File: config.mk
export PLATFORM = sky130hd
export DESIGN_NAME = ddram_burst_engine_flat
export DESIGN_NICKNAME = d
export VERILOG_FILES = /design/src/rtl/ddram_burst_engine_if.sv /design/src/rtl/ddram_burst_engine.sv /design/src/flat_wrapper.sv
export SDC_FILE = /design/constraint.sdc
export NUM_CORES = 1
export LEC_CHECK = 0
export BUFFER_PORTS_ARGS = -buffer_cell sky130_fd_sc_hd__buf_2
export CAP_MARGIN = 20
export CORE_AREA = 2 2 138 140
export DETAILED_ROUTE_END_ITERATION = 7
export DIE_AREA = 0 0 140 142
export PLACE_DENSITY_LB_ADDON = 0.12
export SYNTH_ARGS = -nofsm -noshare
export SYNTH_HDL_FRONTEND = slang
export SYNTH_SLANG_ARGS = --single-unit
File: constraint.sdc
create_clock -name i_clk -period 4 [get_ports i_clk]
set_input_delay 0.4 -clock i_clk [delete_from_list [all_inputs] [get_ports i_clk]]
set_output_delay 0.4 -clock i_clk [all_outputs]
set_load 0.01 [all_outputs]
File: src/rtl/ddram_burst_engine_if.sv
// Command, streamed-data and Avalon-MM signals of one burst engine channel.
// master: the burst engine itself; slave: core logic plus the Avalon slave side.
interface ddram_burst_engine_if #(
  parameter int DW = 64,
  parameter int AW = 29,
  parameter int BW = 8
);
  logic            cmd_valid;
  logic            cmd_ready;
  logic            cmd_write;
  logic [AW-1:0]   cmd_addr;
  logic [BW-1:0]   cmd_len;
  logic [DW-1:0]   wr_data;
  logic            wr_valid;
  logic            wr_ready;
  logic [DW-1:0]   rd_data;
  logic            rd_valid;
  logic            done;
  logic            busy;
  logic [AW-1:0]   avl_address;
  logic [BW-1:0]   avl_burstcount;
  logic            avl_read;
  logic            avl_write;
  logic [DW-1:0]   avl_writedata;
  logic [DW/8-1:0] avl_byteenable;
  logic            avl_waitrequest;
  logic [DW-1:0]   avl_readdata;
  logic            avl_readdatavalid;

  modport master (
    input  cmd_valid, cmd_write, cmd_addr, cmd_len, wr_data, wr_valid,
           avl_waitrequest, avl_readdata, avl_readdatavalid,
    output cmd_ready, wr_ready, rd_data, rd_valid, done, busy,
           avl_address, avl_burstcount, avl_read, avl_write,
           avl_writedata, avl_byteenable
  );

  modport slave (
    output cmd_valid, cmd_write, cmd_addr, cmd_len, wr_data, wr_valid,
           avl_waitrequest, avl_readdata, avl_readdatavalid,
    input  cmd_ready, wr_ready, rd_data, rd_valid, done, busy,
           avl_address, avl_burstcount, avl_read, avl_write,
           avl_writedata, avl_byteenable
  );
endinterface

File: src/rtl/ddram_burst_engine.sv
// Avalon-MM burst master: one command becomes one burst on a DDR port;
// the command side stays busy until every beat of that burst has moved.
//
// state     | meaning
// ----------+-----------------------------------------------------------
// S_IDLE    | cmd_ready high, waiting for a command
// S_WR      | write burst; avl_write follows wr_valid, one beat per accept
// S_RD_REQ  | avl_read held until the slave drops waitrequest
// S_RD_DATA | collecting read beats, then one settle cycle before DONE
// S_DONE    | done pulse, back to IDLE
module ddram_burst_engine #(
  parameter int DW = 64,
  parameter int AW = 29,
  parameter int BW = 8
) (
  input  logic                  i_clk,
  input  logic                  i_rst,
  ddram_burst_engine_if.master  io_bus
);

  typedef enum logic [2:0] {
    S_IDLE,
    S_WR,
    S_RD_REQ,
    S_RD_DATA,
    S_DONE
  } state_t;

  localparam logic [BW-1:0] CNT_ONE = BW'(1);

  state_t          r_state;
  logic            r_cmd_ready;
  logic            r_busy;
  logic            r_done;
  logic            r_rd_valid;
  logic            r_rd_last;
  logic            r_avl_read;
  logic [DW-1:0]   r_rd_data;
  logic [AW-1:0]   r_avl_address;
  logic [BW-1:0]   r_avl_burstcount;
  logic [BW-1:0]   r_cnt;

  logic            w_in_wr;
  logic            w_wr_beat;

  assign w_in_wr   = (r_state == S_WR);
  assign w_wr_beat = w_in_wr && io_bus.wr_valid && !io_bus.avl_waitrequest;

  always_ff @(posedge i_clk or posedge i_rst) begin
    if (i_rst) begin
      r_state          <= S_IDLE;
      r_cmd_ready      <= 1'b1;
      r_busy           <= 1'b0;
      r_done           <= 1'b0;
      r_rd_valid       <= 1'b0;
      r_rd_last        <= 1'b0;
      r_avl_read       <= 1'b0;
      r_rd_data        <= '0;
      r_avl_address    <= '0;
      r_avl_burstcount <= '0;
      r_cnt            <= '0;
    end else begin
      r_done     <= 1'b0;
      r_rd_valid <= 1'b0;
      case (r_state)
        S_IDLE: begin
          if (io_bus.cmd_valid && r_cmd_ready) begin
            r_avl_address    <= io_bus.cmd_addr;
            r_avl_burstcount <= io_bus.cmd_len;
            r_cnt            <= io_bus.cmd_len;
            r_cmd_ready      <= 1'b0;
            r_busy           <= 1'b1;
            r_rd_last        <= 1'b0;
            if (io_bus.cmd_len == '0) begin
              r_state <= S_DONE;
              r_done  <= 1'b1;
            end else if (io_bus.cmd_write) begin
              r_state <= S_WR;
            end else begin
              r_state    <= S_RD_REQ;
              r_avl_read <= 1'b1;
            end
          end
        end
        S_WR: begin
          if (w_wr_beat) begin
            if (r_cnt == CNT_ONE) begin
              r_state <= S_DONE;
              r_done  <= 1'b1;
            end else begin
              r_cnt <= r_cnt - CNT_ONE;
            end
          end
        end
        S_RD_REQ: begin
          if (!io_bus.avl_waitrequest) begin
            r_avl_read <= 1'b0;
            r_state    <= S_RD_DATA;
          end
        end
        S_RD_DATA: begin
          // the cycle after the final beat presents it on rd_data, then DONE
          if (r_rd_last) begin
            r_state <= S_DONE;
            r_done  <= 1'b1;
          end else if (io_bus.avl_readdatavalid) begin
            r_rd_data  <= io_bus.avl_readdata;
            r_rd_valid <= 1'b1;
            if (r_cnt == CNT_ONE) begin
              r_rd_last <= 1'b1;
            end else begin
              r_cnt <= r_cnt - CNT_ONE;
            end
          end
        end
        S_DONE: begin
          r_state     <= S_IDLE;
          r_cmd_ready <= 1'b1;
          r_busy      <= 1'b0;
        end
        default: begin
          r_state <= S_IDLE;
        end
      endcase
    end
  end

  assign io_bus.cmd_ready      = r_cmd_ready;
  assign io_bus.busy           = r_busy;
  assign io_bus.done           = r_done;
  assign io_bus.rd_valid       = r_rd_valid;
  assign io_bus.rd_data        = r_rd_data;
  assign io_bus.avl_address    = r_avl_address;
  assign io_bus.avl_burstcount = r_avl_burstcount;
  assign io_bus.avl_read       = r_avl_read;
  assign io_bus.avl_write      = w_in_wr && io_bus.wr_valid;
  assign io_bus.wr_ready       = w_in_wr && !io_bus.avl_waitrequest;
  assign io_bus.avl_writedata  = io_bus.wr_data;
  assign io_bus.avl_byteenable = '1;

endmodule

File: src/flat_wrapper.sv
// flat-port wrapper written by rule: the top's interface ports become plain ports
module ddram_burst_engine_flat 
#(
  parameter int DW = 64,
  parameter int AW = 29,
  parameter int BW = 8
)
  (i_clk, i_rst, io_bus_cmd_valid, io_bus_cmd_write, io_bus_cmd_addr, io_bus_cmd_len, io_bus_wr_data, io_bus_wr_valid, io_bus_avl_waitrequest, io_bus_avl_readdata, io_bus_avl_readdatavalid, io_bus_cmd_ready, io_bus_wr_ready, io_bus_rd_data, io_bus_rd_valid, io_bus_done, io_bus_busy, io_bus_avl_address, io_bus_avl_burstcount, io_bus_avl_read, io_bus_avl_write, io_bus_avl_writedata, io_bus_avl_byteenable);
  ddram_burst_engine_if #(.DW(DW), .AW(AW), .BW(BW)) io_bus_i ();
  input  logic i_clk;
  input  logic i_rst;
  input wire logic [$bits(io_bus_i.cmd_valid)-1:0] io_bus_cmd_valid;
  input wire logic [$bits(io_bus_i.cmd_write)-1:0] io_bus_cmd_write;
  input wire logic [$bits(io_bus_i.cmd_addr)-1:0] io_bus_cmd_addr;
  input wire logic [$bits(io_bus_i.cmd_len)-1:0] io_bus_cmd_len;
  input wire logic [$bits(io_bus_i.wr_data)-1:0] io_bus_wr_data;
  input wire logic [$bits(io_bus_i.wr_valid)-1:0] io_bus_wr_valid;
  input wire logic [$bits(io_bus_i.avl_waitrequest)-1:0] io_bus_avl_waitrequest;
  input wire logic [$bits(io_bus_i.avl_readdata)-1:0] io_bus_avl_readdata;
  input wire logic [$bits(io_bus_i.avl_readdatavalid)-1:0] io_bus_avl_readdatavalid;
  output wire logic [$bits(io_bus_i.cmd_ready)-1:0] io_bus_cmd_ready;
  output wire logic [$bits(io_bus_i.wr_ready)-1:0] io_bus_wr_ready;
  output wire logic [$bits(io_bus_i.rd_data)-1:0] io_bus_rd_data;
  output wire logic [$bits(io_bus_i.rd_valid)-1:0] io_bus_rd_valid;
  output wire logic [$bits(io_bus_i.done)-1:0] io_bus_done;
  output wire logic [$bits(io_bus_i.busy)-1:0] io_bus_busy;
  output wire logic [$bits(io_bus_i.avl_address)-1:0] io_bus_avl_address;
  output wire logic [$bits(io_bus_i.avl_burstcount)-1:0] io_bus_avl_burstcount;
  output wire logic [$bits(io_bus_i.avl_read)-1:0] io_bus_avl_read;
  output wire logic [$bits(io_bus_i.avl_write)-1:0] io_bus_avl_write;
  output wire logic [$bits(io_bus_i.avl_writedata)-1:0] io_bus_avl_writedata;
  output wire logic [$bits(io_bus_i.avl_byteenable)-1:0] io_bus_avl_byteenable;
  assign io_bus_i.cmd_valid = io_bus_cmd_valid;
  assign io_bus_i.cmd_write = io_bus_cmd_write;
  assign io_bus_i.cmd_addr = io_bus_cmd_addr;
  assign io_bus_i.cmd_len = io_bus_cmd_len;
  assign io_bus_i.wr_data = io_bus_wr_data;
  assign io_bus_i.wr_valid = io_bus_wr_valid;
  assign io_bus_i.avl_waitrequest = io_bus_avl_waitrequest;
  assign io_bus_i.avl_readdata = io_bus_avl_readdata;
  assign io_bus_i.avl_readdatavalid = io_bus_avl_readdatavalid;
  assign io_bus_cmd_ready = io_bus_i.cmd_ready;
  assign io_bus_wr_ready = io_bus_i.wr_ready;
  assign io_bus_rd_data = io_bus_i.rd_data;
  assign io_bus_rd_valid = io_bus_i.rd_valid;
  assign io_bus_done = io_bus_i.done;
  assign io_bus_busy = io_bus_i.busy;
  assign io_bus_avl_address = io_bus_i.avl_address;
  assign io_bus_avl_burstcount = io_bus_i.avl_burstcount;
  assign io_bus_avl_read = io_bus_i.avl_read;
  assign io_bus_avl_write = io_bus_i.avl_write;
  assign io_bus_avl_writedata = io_bus_i.avl_writedata;
  assign io_bus_avl_byteenable = io_bus_i.avl_byteenable;
  ddram_burst_engine #(.DW(DW), .AW(AW), .BW(BW)) u_core (.i_clk(i_clk), .i_rst(i_rst), .io_bus(io_bus_i));
endmodule
Word-level counts from Yosys, hierarchy flattened
Index checks and enable logic that the tools add are counted.

$add $sub $neg: 1. Equality and inequality tests: 14. Multiplexer cells: 35. Bitwise gates (word level): 1. Reductions and logical operators: 18.

Operators by type and width (count): 8-bit 2-to-1 mux (5); 8-bit case mux with 3 select lines (1); 3-bit 2-to-1 mux (6); 1-bit 2-to-1 mux (16); 5-bit AND reduction (3); 2-bit != test, second input constant (7); 3-bit case mux with 4 select lines (1); 8-bit by 1-bit == test with 1-bit output, second input constant (1); 8-bit logical NOT (1); 1-bit case mux with 2 select lines (4); 8-bit by 1-bit subtractor with 8-bit output, second input constant (1); 3-bit by 2-bit == test with 1-bit output, second input constant (2); 2-bit AND reduction (3); 2-bit nonzero test (3); 1-bit logical AND (4); 2-bit by 1-bit != test with 1-bit output, second input constant (2); 3-bit by 1-bit == test with 1-bit output, second input constant (1); 3-bit == test, second input constant (1); 3-bit logical NOT (1); 1-bit case mux with 3 select lines (1); 3-bit AND reduction (1); 3-bit nonzero test (1); 2-bit 2-to-1 mux (1); 1-bit logical NOT (1); 1-bit inverter (1).

Bits in registers: 118. Bits of input ports: 172. Output and inout bits: 180. Word-level logic and storage cells: 80.

Depth between registers and ports, before layout
Gate-level depths: netlist of the first run.

Depth in word-level cells: 5. Mapped depth: 7. Mapped depth without buffers: 6.

Worst setup path before layout of the first run
Ideal clock, no wire load.

Path kind: register to register. Start: register u_core.r_cnt[1]. End: register u_core.r_state[1]. Setup time: 125 ps. Arrival: 1741 ps. Data required time: 3875 ps. Path slack: 2134 ps. Stages on the path, launching flop included: 7. Buffers on the path: 0. Clock period less this slack: 1866 ps. Path through: dfrtp_1 -> inv_1 -> ha_1 -> or3b_2 -> nor4_4 -> o221ai_2 -> mux2_4.

Word-level cells in the longest chain between the ends: 3.

Ends and longest elaborated chain: start, declared (line ddram_burst_engine.sv:41) `logic [BW-1:0] r_cnt;`; start signal, assigned (line ddram_burst_engine.sv:70) `r_cnt <= io_bus.cmd_len;`; start signal, assigned (line ddram_burst_engine.sv:91) `r_cnt <= r_cnt - CNT_ONE;`; start signal, assigned (line ddram_burst_engine.sv:112) `r_cnt <= r_cnt - CNT_ONE;`; 8-bit by 1-bit == test with 1-bit output (line ddram_burst_engine.sv:87) `if (r_cnt == CNT_ONE) begin`; 2-bit != test (no source line); 5-bit AND reduction (no source line); end signal, assigned (line ddram_burst_engine.sv:88) `r_state <= S_DONE;`; end signal, assigned (line ddram_burst_engine.sv:98) `r_state <= S_RD_DATA;`; end signal, assigned (line ddram_burst_engine.sv:104) `r_state <= S_DONE;`; end, declared (line ddram_burst_engine.sv:31) `state_t r_state;`.

No other way between the ends. A chain may end at the register's enable or synchronous reset.

Worst setup path in the final report of the first run
Start: register u_core.r_state[1]. End: register u_core.r_avl_address[5] (netlist: u_core.io_bus.avl_address[5]).

Word-level cells in the longest chain between the ends: 2.

Ends and longest elaborated chain: start signal, assigned (line ddram_burst_engine.sv:51) `r_state <= S_IDLE;`; start signal, assigned (line ddram_burst_engine.sv:75) `r_state <= S_DONE;`; start signal, assigned (line ddram_burst_engine.sv:78) `r_state <= S_WR;`; 3-bit logical NOT (line ddram_burst_engine.sv:65) `case (r_state)`; 2-bit AND reduction (no source line); end signal, assigned (line ddram_burst_engine.sv:68) `r_avl_address <= io_bus.cmd_addr;`; end, declared (line ddram_burst_engine.sv:39) `logic [AW-1:0] r_avl_address;`.

No other way between the ends.

==> results of run 1 <==
where the power goes:
group	internal (W)	switching, W
combinational	0.00103	0.000986
sequential	0.00177	0.000314
clock	0.000857	0.000577
total	0.00366	0.00188
cells by family (layout without fill, tap and decap cells):
| kind of cell | Yosys count | count (layout) | synth area share, % |
|---|---|---|---|
| adders and majority gates | 2 | 2 | 0.466 |
| other | 1 | 9 | 0.0698 |
| muxes | 102 | 102 | 21.5 |
| DFF | 118 | 118 | 55.0 |
| AOI/OAI and AO/OA | 38 | 38 | 5.59 |
| and+or+nand+nor | 51 | 51 | 5.45 |
| buffers and inverters | 95 | 256 | 12.0 |
routing by layer:
metal	vias to the layer above	global-route usage (%)	share of wire, %
li1	1667	-	-
met1	1741	14.9	34
met2	201	24.8	53
met3	26	6.76	11
met4	0	6.65	2.5
met5	-	0.501	0
cells in the mapped netlist, types with 2 or more instances:
cell	n	share of area [%]
sky130_fd_sc_hd__nand2_1	10	0.70
sky130_fd_sc_hd__a21oi_1	5	0.47
sky130_fd_sc_hd__mux2_2	101	21
sky130_fd_sc_hd__a2bb2oi_1	2	0.33
sky130_fd_sc_hd__or4_1	2	0.28
sky130_fd_sc_hd__nand3_1	3	0.28
sky130_fd_sc_hd__o21ai_0	4	0.37
sky130_fd_sc_hd__buf_4	72	10
sky130_fd_sc_hd__buf_2	12	1.1
sky130_fd_sc_hd__ha_1	2	0.47
sky130_fd_sc_hd__o211ai_1	3	0.42
sky130_fd_sc_hd__inv_1	6	0.42
sky130_fd_sc_hd__nor2_1	12	0.84
sky130_fd_sc_hd__a22oi_1	3	0.42
sky130_fd_sc_hd__clkbuf_1	4	0.28
sky130_fd_sc_hd__nor2b_1	3	0.35
sky130_fd_sc_hd__and3b_1	2	0.33
sky130_fd_sc_hd__or3_1	2	0.23
sky130_fd_sc_hd__o31ai_1	2	0.28
sky130_fd_sc_hd__dfrtp_1	117	55
sky130_fd_sc_hd__nor4_1	2	0.23
sky130_fd_sc_hd__nor3_1	2	0.19
sky130_fd_sc_hd__o2bb2ai_1	4	0.65
sky130_fd_sc_hd__nand2b_1	5	0.58
path summary, 6_finish.rpt:
| path | slack (ns) | endpoint |
|---|---|---|
| max | 1.84 | u_core.io_bus.avl_address[5]$_DFFE_PP0P_ |
| min | 0.11 | u_core.io_bus.rd_data[37]$_DFFE_PP0P_ |
| max reg2reg | 1.84 | u_core.io_bus.avl_address[5]$_DFFE_PP0P_ |
| min reg2reg | 0.47 | u_core.io_bus.busy$_DFFE_PP0P_ |
| max in group asynchronous | 3.08 | u_core.io_bus.rd_data[25]$_DFFE_PP0P_ |
| min in group i_clk | 0.21 | u_core.io_bus.avl_address[14]$_DFFE_PP0P_ |
worst max-delay path: stages, from the launching register on:
cell	delay [ns]
sky130_fd_sc_hd__dfrtp_1	0.48
sky130_fd_sc_hd__nor3_1	0.26
sky130_fd_sc_hd__and3_2	0.85
sky130_fd_sc_hd__mux2_2	0.42
flip-flops by register name, indices dropped and copies added, names as in the netlist:
| signal | cells |
|---|---|
| u_core.io_bus.rd_data | 64 |
| u_core.io_bus.avl_address | 29 |
| u_core.io_bus.avl_burstcount | 8 |
| u_core.r_cnt | 8 |
| u_core.r_state | 3 |
| u_core.io_bus.avl_read | 1 |
| u_core.io_bus.busy | 1 |
| u_core.io_bus.cmd_ready | 1 |
| u_core.io_bus.done | 1 |
| u_core.io_bus.rd_valid | 1 |
| u_core.r_rd_last | 1 |
metrics by stage:
step	std cells	total power (W)	setup slack, ns	hold slack (ns)
6_report	810	0.00554	1.84	0.106
5_1_grt	810	0.00593	1.70	0.159
4_1_cts	809	0.00564	1.81	0.135
3_5_place_dp	777	0.00416	1.83	0.468
3_3_place_gp	777	0.00412	1.88	0.467
2_1_floorplan	414	0.00340	0.473	0.473
cell type report:
cell class                      instances  area, µm²
Tap cell                              234        293
Multi-Input combinational cell        201       1810
Timing Repair Buffer                  218       1110
Inverter                                6       25.0
Clock buffer                           18        429
Clock inverter                         14        129
Fill cell                            1864      11700
Sequential cell                       118       2950
Antenna cell                            1       2.50
==> flow_summary.html, run 1 <==
<table>
<tr><th>Metric</th><th>Value</th></tr>
<tr><th colspan="2">Run status</th></tr>
<tr><td>Run status</td><td>finished, violations left</td></tr>
<tr><td>Violated checks</td><td>design-rule violations</td></tr>
<tr><th colspan="2">Route</th></tr>
<tr><td>DR DRC count</td><td>25</td></tr>
<tr><td>Count of routing violations after the opening detailed-route iteration</td><td>166</td></tr>
<tr><td>Post-DR vias/cell</td><td>4.49</td></tr>
<tr><td>Antenna Nets Post-Route</td><td>0</td></tr>
<tr><td>Routed wire length</td><td>14.2 mm</td></tr>
<tr><td>Count of TritonRoute iterations in the first routing pass</td><td>8</td></tr>
<tr><td>Via total after detailed routing</td><td>3635</td></tr>
<tr><td>Wire per inst</td><td>17.5 µm</td></tr>
<tr><th colspan="2">Floorplan</th></tr>
<tr><td>Die boundary width</td><td>140 µm</td></tr>
<tr><td>Std cell rows</td><td>50</td></tr>
<tr><td>Core outline area</td><td>18500 µm²</td></tr>
<tr><td>Height of the die</td><td>142 µm</td></tr>
<tr><td>Top Ports</td><td>352</td></tr>
<tr><td>Effective utilization at floorplan</td><td>29.1%</td></tr>
<tr><td>Total Die Area</td><td>19900 µm²</td></tr>
<tr><th colspan="2">STA</th></tr>
<tr><td>Final period util</td><td>53.9%</td></tr>
<tr><td>Setup violation total in the final timing report</td><td>0</td></tr>
<tr><td>Max frequency</td><td>0.463 GHz</td></tr>
<tr><td>Worst-case headroom to the max-slew limit</td><td>37.5%</td></tr>
<tr><td>Final Hold Viols</td><td>0</td></tr>
<tr><td>Clk_skew</td><td>0.0111 ns</td></tr>
<tr><td>Minimum clock period after layout</td><td>2.16 ns</td></tr>
<tr><td>RSZ-0062 raised after global routing</td><td>false</td></tr>
<tr><td>Count of final max-slew check failures</td><td>0</td></tr>
<tr><td>Worst-Margin Slew</td><td>0.938 ns</td></tr>
<tr><td>Final TNS setup</td><td>0 ns</td></tr>
<tr><th colspan="2">Setup path</th></tr>
<tr><td>Critical path capture point type</td><td>register</td></tr>
<tr><td>Origin of the worst setup path</td><td>u_core.r_state[1]$_DFFE_PP0P_</td></tr>
<tr><td>Startpoint kind of the worst setup timing path</td><td>register</td></tr>
<tr><td>Required arrival time at the worst endpoint</td><td>4.29 ns</td></tr>
<tr><td>Kind of critical path</td><td>reg -&gt; reg</td></tr>
<tr><td>Number of cells on the worst reg-to-reg path</td><td>3</td></tr>
<tr><td>Max Fanout on Critical Path</td><td>40</td></tr>
<tr><td>Crit path DAT</td><td>2.45 ns</td></tr>
<tr><td>R2R Path Start</td><td>u_core.r_state[1]$_DFFE_PP0P_</td></tr>
<tr><th colspan="2">Finish</th></tr>
<tr><td>P&amp;R area growth vs syn</td><td>25.7%</td></tr>
<tr><td>Fraction of layout cells with a size suffix above 1</td><td>63.0%</td></tr>
<tr><td>Top library cells by usage in the layout, fill and taps aside</td><td>215 x sky130_fd_sc_hd__buf_2, 117 x sky130_fd_sc_hd__dfrtp_1, 101 x sky130_fd_sc_hd__mux2_2</td></tr>
<tr><td>Final instance area</td><td>6750 µm²</td></tr>
<tr><td>Most common cell after layout, fill and taps aside</td><td>sky130_fd_sc_hd__buf_2</td></tr>
<tr><td>Layout Utilization</td><td>36.6%</td></tr>
<tr><td>Net count, final</td><td>736</td></tr>
<tr><th colspan="2">Place</th></tr>
<tr><td>Placed cell area</td><td>6190 µm²</td></tr>
<tr><td>Number of buffers inserted by port buffering</td><td>215</td></tr>
<tr><td>Routability congestion estimate from global placement</td><td>0.762</td></tr>
<tr><td>Dpl hpwl</td><td>10.7 mm</td></tr>
<tr><th colspan="2">Clocking</th></tr>
<tr><td>TritonCTS Buffers</td><td>17</td></tr>
<tr><td>Post-CTS sizing</td><td>0</td></tr>
<tr><td>CTS sink count</td><td>118</td></tr>
<tr><td>Buffer count from post-CTS setup fixing</td><td>0</td></tr>
<tr><td>Clock insertion delay at the later pin of the skew report</td><td>0.41 ns</td></tr>
<tr><td>Number of levels in the clock H-tree</td><td>4</td></tr>
<tr><td>Clock transition at path regs</td><td>0.06 ns</td></tr>
<tr><td>Cell chosen for the clock root</td><td>sky130_fd_sc_hd__clkbuf_16</td></tr>
<tr><td>Deepest clock path buffer count</td><td>2</td></tr>
<tr><td>Hold buffer count at cts</td><td>0</td></tr>
<tr><td>TritonCTS clock tree</td><td>built</td></tr>
<tr><th colspan="2">Global route</th></tr>
<tr><td>Number of global-route vias before repair</td><td>3774</td></tr>
<tr><td>All-Layer GR Usage</td><td>14.4%</td></tr>
<tr><td>Grt total ovfl</td><td>0</td></tr>
<tr><td>Largest net degree at the start of global routing</td><td>64</td></tr>
<tr><td>Antenna violations before repair</td><td>1</td></tr>
<tr><td>Global-route wire length before repair</td><td>21.7 mm</td></tr>
<tr><th colspan="2">Synth</th></tr>
<tr><td>Commonest register cell after synthesis</td><td>sky130_fd_sc_hd__dfrtp_1</td></tr>
<tr><td>Area of the mapped netlist</td><td>5370 µm²</td></tr>
<tr><td>Total of flip-flops plus latches after synthesis</td><td>118</td></tr>
<tr><td>Unique cell type count in the Yosys netlist</td><td>51</td></tr>
<tr><td>Number of warning messages in the yosys log</td><td>0</td></tr>
<tr><td>Seq/Total Area, Yosys</td><td>55.0%</td></tr>
<tr><td>Proportion of register bits with asynchronous set or reset after synthesis</td><td>100%</td></tr>
<tr><td>Instance count of the mapped netlist</td><td>407</td></tr>
<tr><td>Mean post-synth cell area</td><td>13.2 µm²</td></tr>
<tr><td>Count of flip-flops with a built-in enable after synthesis</td><td>0</td></tr>
<tr><th colspan="2">Power</th></tr>
<tr><td>Lkg Pwr</td><td>3.28 nW</td></tr>
<tr><td>Pwr per Cell Area</td><td>820 nW/µm²</td></tr>
<tr><td>Worst-case vdd ir drop</td><td>0.319 mV</td></tr>
<tr><th colspan="2">Hold path</th></tr>
<tr><td>Min-delay worst type</td><td>in -&gt; async</td></tr>
<tr><th colspan="2">Run</th></tr>
<tr><td>Number of max-cap violations</td><td>0</td></tr>
</table>
No activity file was read; power rests on OpenSTA's default activity.
==> run 2, diff against run 1 <==
--- a/config.mk
+++ b/config.mk
@@ -7,9 +7,9 @@
 export LEC_CHECK = 0
 export BUFFER_PORTS_ARGS = -buffer_cell sky130_fd_sc_hd__buf_2
 export CAP_MARGIN = 20
-export CORE_AREA = 2 2 138 140
+export CORE_AREA = 2 2 137 139
 export DETAILED_ROUTE_END_ITERATION = 7
-export DIE_AREA = 0 0 140 142
+export DIE_AREA = 0 0 139 141
 export PLACE_DENSITY_LB_ADDON = 0.12
 export SYNTH_ARGS = -nofsm -noshare
 export SYNTH_HDL_FRONTEND = slang
==> constraint.sdc (replaced) <==
create_clock -name i_clk -period 1.7 [get_ports i_clk]
set_input_delay 0.17 -clock i_clk [delete_from_list [all_inputs] [get_ports i_clk]]
set_output_delay 0.17 -clock i_clk [all_outputs]
set_load 0.01 [all_outputs]
==> flow_summary.html, run 2 (synthesis results as in run 1) <==
<table>
<tr><th>Metric</th><th>Value</th></tr>
<tr><th colspan="2">Run status</th></tr>
<tr><td>Run status</td><td>finished, violations left</td></tr>
<tr><td>Violated checks</td><td>negative setup slack</td></tr>
<tr><th colspan="2">Power</th></tr>
<tr><td>Power Total</td><td>0.0157 W</td></tr>
<tr><td>Pwr per Cell Area</td><td>1770 nW/µm²</td></tr>
<tr><td>Lkg Pwr</td><td>4.31 nW</td></tr>
<tr><td>Worst-case vdd ir drop</td><td>0.708 mV</td></tr>
<tr><th colspan="2">Floorplan</th></tr>
<tr><td>Top Ports</td><td>352</td></tr>
<tr><td>Height of the die</td><td>141 µm</td></tr>
<tr><td>Core outline area</td><td>18300 µm²</td></tr>
<tr><td>Std cell rows</td><td>50</td></tr>
<tr><td>Effective utilization at floorplan</td><td>29.4%</td></tr>
<tr><td>Total Die Area</td><td>19600 µm²</td></tr>
<tr><td>Die boundary width</td><td>139 µm</td></tr>
<tr><th colspan="2">STA</th></tr>
<tr><td>Final TNS setup</td><td>-0.715 ns</td></tr>
<tr><td>Max frequency</td><td>0.555 GHz</td></tr>
<tr><td>Setup violation total in the final timing report</td><td>32</td></tr>
<tr><td>RSZ-0062 raised after global routing</td><td>true</td></tr>
<tr><td>Clk_skew</td><td>0.00914 ns</td></tr>
<tr><td>Final period util</td><td>106%</td></tr>
<tr><td>Minimum clock period after layout</td><td>1.80 ns</td></tr>
<tr><td>Count of final max-slew check failures</td><td>0</td></tr>
<tr><td>Final Hold Viols</td><td>0</td></tr>
<tr><td>Worst-Margin Slew</td><td>0.671 ns</td></tr>
<tr><td>Worst-case headroom to the max-slew limit</td><td>55.2%</td></tr>
<tr><td>Worst path setup slack after routing</td><td>-0.101 ns</td></tr>
<tr><th colspan="2">Setup path</th></tr>
<tr><td>Master of the slowest instance on the critical path</td><td>sky130_fd_sc_hd__or4_4</td></tr>
<tr><td>Kind of critical path</td><td>reg -&gt; reg</td></tr>
<tr><td>Required arrival time at the worst endpoint</td><td>2.00 ns</td></tr>
<tr><td>Reg2Reg Setup Slack</td><td>-0.10 ns</td></tr>
<tr><td>Startpoint kind of the worst setup timing path</td><td>register</td></tr>
<tr><td>Critical path capture point type</td><td>register</td></tr>
<tr><td>Crit path DAT</td><td>2.10 ns</td></tr>
<tr><td>Maximum single-stage delay on the critical path</td><td>0.56 ns</td></tr>
<tr><td>CP Cell Sequence</td><td>or4_4, nor4_4, o221ai_2, mux2_4</td></tr>
<tr><td>Worst R2R End</td><td>u_core.r_state[1]$_DFFE_PP0P_</td></tr>
<tr><td>R2R Path Start</td><td>u_core.r_cnt[6]$_DFFE_PP0P_</td></tr>
<tr><td>Max Fanout on Critical Path</td><td>3</td></tr>
<tr><td>Number of cells on the worst reg-to-reg path</td><td>4</td></tr>
<tr><th colspan="2">Global route</th></tr>
<tr><td>Largest net degree at the start of global routing</td><td>119</td></tr>
<tr><td>Number of global-route vias before repair</td><td>4461</td></tr>
<tr><td>Grt total ovfl</td><td>0</td></tr>
<tr><td>Global-route wire length before repair</td><td>23.0 mm</td></tr>
<tr><td>All-Layer GR Usage</td><td>14.9%</td></tr>
<tr><td>Antenna violations before repair</td><td>0</td></tr>
<tr><th colspan="2">Finish</th></tr>
<tr><td>Top library cells by usage in the layout, fill and taps aside</td><td>214 x sky130_fd_sc_hd__buf_2, 117 x sky130_fd_sc_hd__dfrtp_1, 95 x sky130_fd_sc_hd__dlygate4sd3_1</td></tr>
<tr><td>Most common cell after layout, fill and taps aside</td><td>sky130_fd_sc_hd__buf_2</td></tr>
<tr><td>Final cell count without fillers</td><td>956</td></tr>
<tr><td>Net count, final</td><td>883</td></tr>
<tr><td>P&amp;R area growth vs syn</td><td>64.9%</td></tr>
<tr><td>Largest register FFs</td><td>64</td></tr>
<tr><td>Final antenna diode count</td><td>0</td></tr>
<tr><td>Filler Cells Inserted</td><td>1640</td></tr>
<tr><td>Layout Utilization</td><td>48.5%</td></tr>
<tr><td>Fraction of layout cells with a size suffix above 1</td><td>59.4%</td></tr>
<tr><th colspan="2">Place</th></tr>
<tr><td>Number of buffers inserted by port buffering</td><td>215</td></tr>
<tr><td>Placed Cells incl. Taps</td><td>806</td></tr>
<tr><td>Dpl hpwl</td><td>10.5 mm</td></tr>
<tr><td>Pre-CTS WS</td><td>-0.180 ns</td></tr>
<tr><td>Routability congestion estimate from global placement</td><td>0.799</td></tr>
<tr><th colspan="2">Clocking</th></tr>
<tr><td>Clock insertion delay at the later pin of the skew report</td><td>0.42 ns</td></tr>
<tr><td>Clock transition at path regs</td><td>0.06 ns</td></tr>
<tr><td>TritonCTS Buffers</td><td>17</td></tr>
<tr><td>TritonCTS clock tree</td><td>built</td></tr>
<tr><td>Cell chosen for the clock root</td><td>sky130_fd_sc_hd__clkbuf_16</td></tr>
<tr><td>CTS sink count</td><td>118</td></tr>
<tr><td>Number of levels in the clock H-tree</td><td>4</td></tr>
<tr><td>Deepest clock path buffer count</td><td>2</td></tr>
<tr><th colspan="2">Route</th></tr>
<tr><td>DR DRC count</td><td>0</td></tr>
<tr><td>Routed wire length</td><td>16.7 mm</td></tr>
<tr><td>Post-DR vias/cell</td><td>4.50</td></tr>
<tr><td>Antenna Nets Post-Route</td><td>0</td></tr>
<tr><td>Count of TritonRoute iterations in the first routing pass</td><td>4</td></tr>
<tr><td>Via total after detailed routing</td><td>4303</td></tr>
<tr><td>Count of routing violations after the opening detailed-route iteration</td><td>150</td></tr>
<tr><td>Wire per inst</td><td>17.5 µm</td></tr>
<tr><th colspan="2">Hold path</th></tr>
<tr><td>Hold path cells</td><td>2</td></tr>
<tr><td>Startpoint of the lowest-slack hold path</td><td>io_bus_cmd_len[0]</td></tr>
<tr><td>Min-delay worst type</td><td>in -&gt; reg</td></tr>
<tr><td>Worst-case hold path end point</td><td>u_core.io_bus.avl_burstcount[0]$_DFFE_PP0P_</td></tr>
<tr><th colspan="2">Run</th></tr>
<tr><td>Number of max-cap violations</td><td>0</td></tr>
</table>
## run 2: cell types whose count changed in the layout (fill, tap and decap cells not counted), moves of 3 or more
| cell | delta |
|---|---|
| sky130_fd_sc_hd__buf_6 | +8 |
| sky130_fd_sc_hd__clkbuf_16 | +6 |
| sky130_fd_sc_hd__bufinv_16 | +3 |
| sky130_fd_sc_hd__buf_4 | +31 |
| sky130_fd_sc_hd__mux2_4 | +87 |
| sky130_fd_sc_hd__dlygate4sd3_1 | +95 |
| sky130_fd_sc_hd__buf_12 | +6 |
| sky130_fd_sc_hd__mux2_2 | -87 |
## run 2: worst max path at each step
stage	start	to	slack, ns
floorplan	u_core.r_cnt[1]$_DFFE_PP0P_	u_core.r_state[1]$_DFFE_PP0P_	-0.10
global placement	u_core.r_cnt[1]$_DFFE_PP0P_	u_core.r_state[1]$_DFFE_PP0P_	-0.15
detailed placement	u_core.r_cnt[1]$_DFFE_PP0P_	u_core.r_state[1]$_DFFE_PP0P_	-0.18
CTS	u_core.r_cnt[6]$_DFFE_PP0P_	u_core.r_state[1]$_DFFE_PP0P_	-0.11
global route	u_core.r_cnt[6]$_DFFE_PP0P_	u_core.r_state[1]$_DFFE_PP0P_	-0.16
finish	u_core.r_cnt[6]$_DFFE_PP0P_	u_core.r_state[1]$_DFFE_PP0P_	-0.10
## run 2: repair_timing
action                                 in CTS  in global routing
hold buffers                               95                  0
resized for setup                           8                111
gates cloned                                0                 10
setup endpoints to repair                  67                112
buffers inserted                            3                 10
pin swaps                                   3                  9
endpoints found under the hold margin     206                  0
## run 2: final cells by class
type	count	area (µm²)	share of cell area (%)
timing repair buffer	365	2690	30.4
sequential	118	2950	33.4
clock inverter	13	194	2.19
inverter	6	26.3	0.297
clock buffer	19	443	5.00
multi-input combinational	201	2250	25.4
tap	234	293	3.31
## run 2: worst max-delay path: cells and delay by family, from the launching register on
kind             cells  cell delay [ns]
AND/OR/NAND/NOR      2             0.83
AO/OA/AOI/OAI        1             0.17
flip-flops           1             0.38
multiplexers         1             0.31
## run 2: per-stage QoR
step	hold slack (ns)	instance area (µm²)
after floorplan	0.302	5430
after global placement	0.340	6480
after detailed placement	0.340	6480
after CTS	0.00198	8120
after global routing	0.0126	8860
final	0.0166	8860
## run 2: per-layer routing
layer | global-route usage [%] | part of all wire (%) | vias up
met5 | 0.752 | 0 | -
met4 | 9.30 | 3.7 | 0
met3 | 4.96 | 6.9 | 45
met1 | 15.1 | 37 | 2085
met2 | 26.6 | 52 | 224
li1 | - | - | 1949
## run 2: where the power goes
part | total [W] | switching, W | internal (W)
Combinational | 0.00685 | 0.00289 | 0.00396
Sequential | 0.00489 | 0.000710 | 0.00418
Clock | 0.00391 | 0.00140 | 0.00251
Total | 0.0157 | 0.00500 | 0.0107
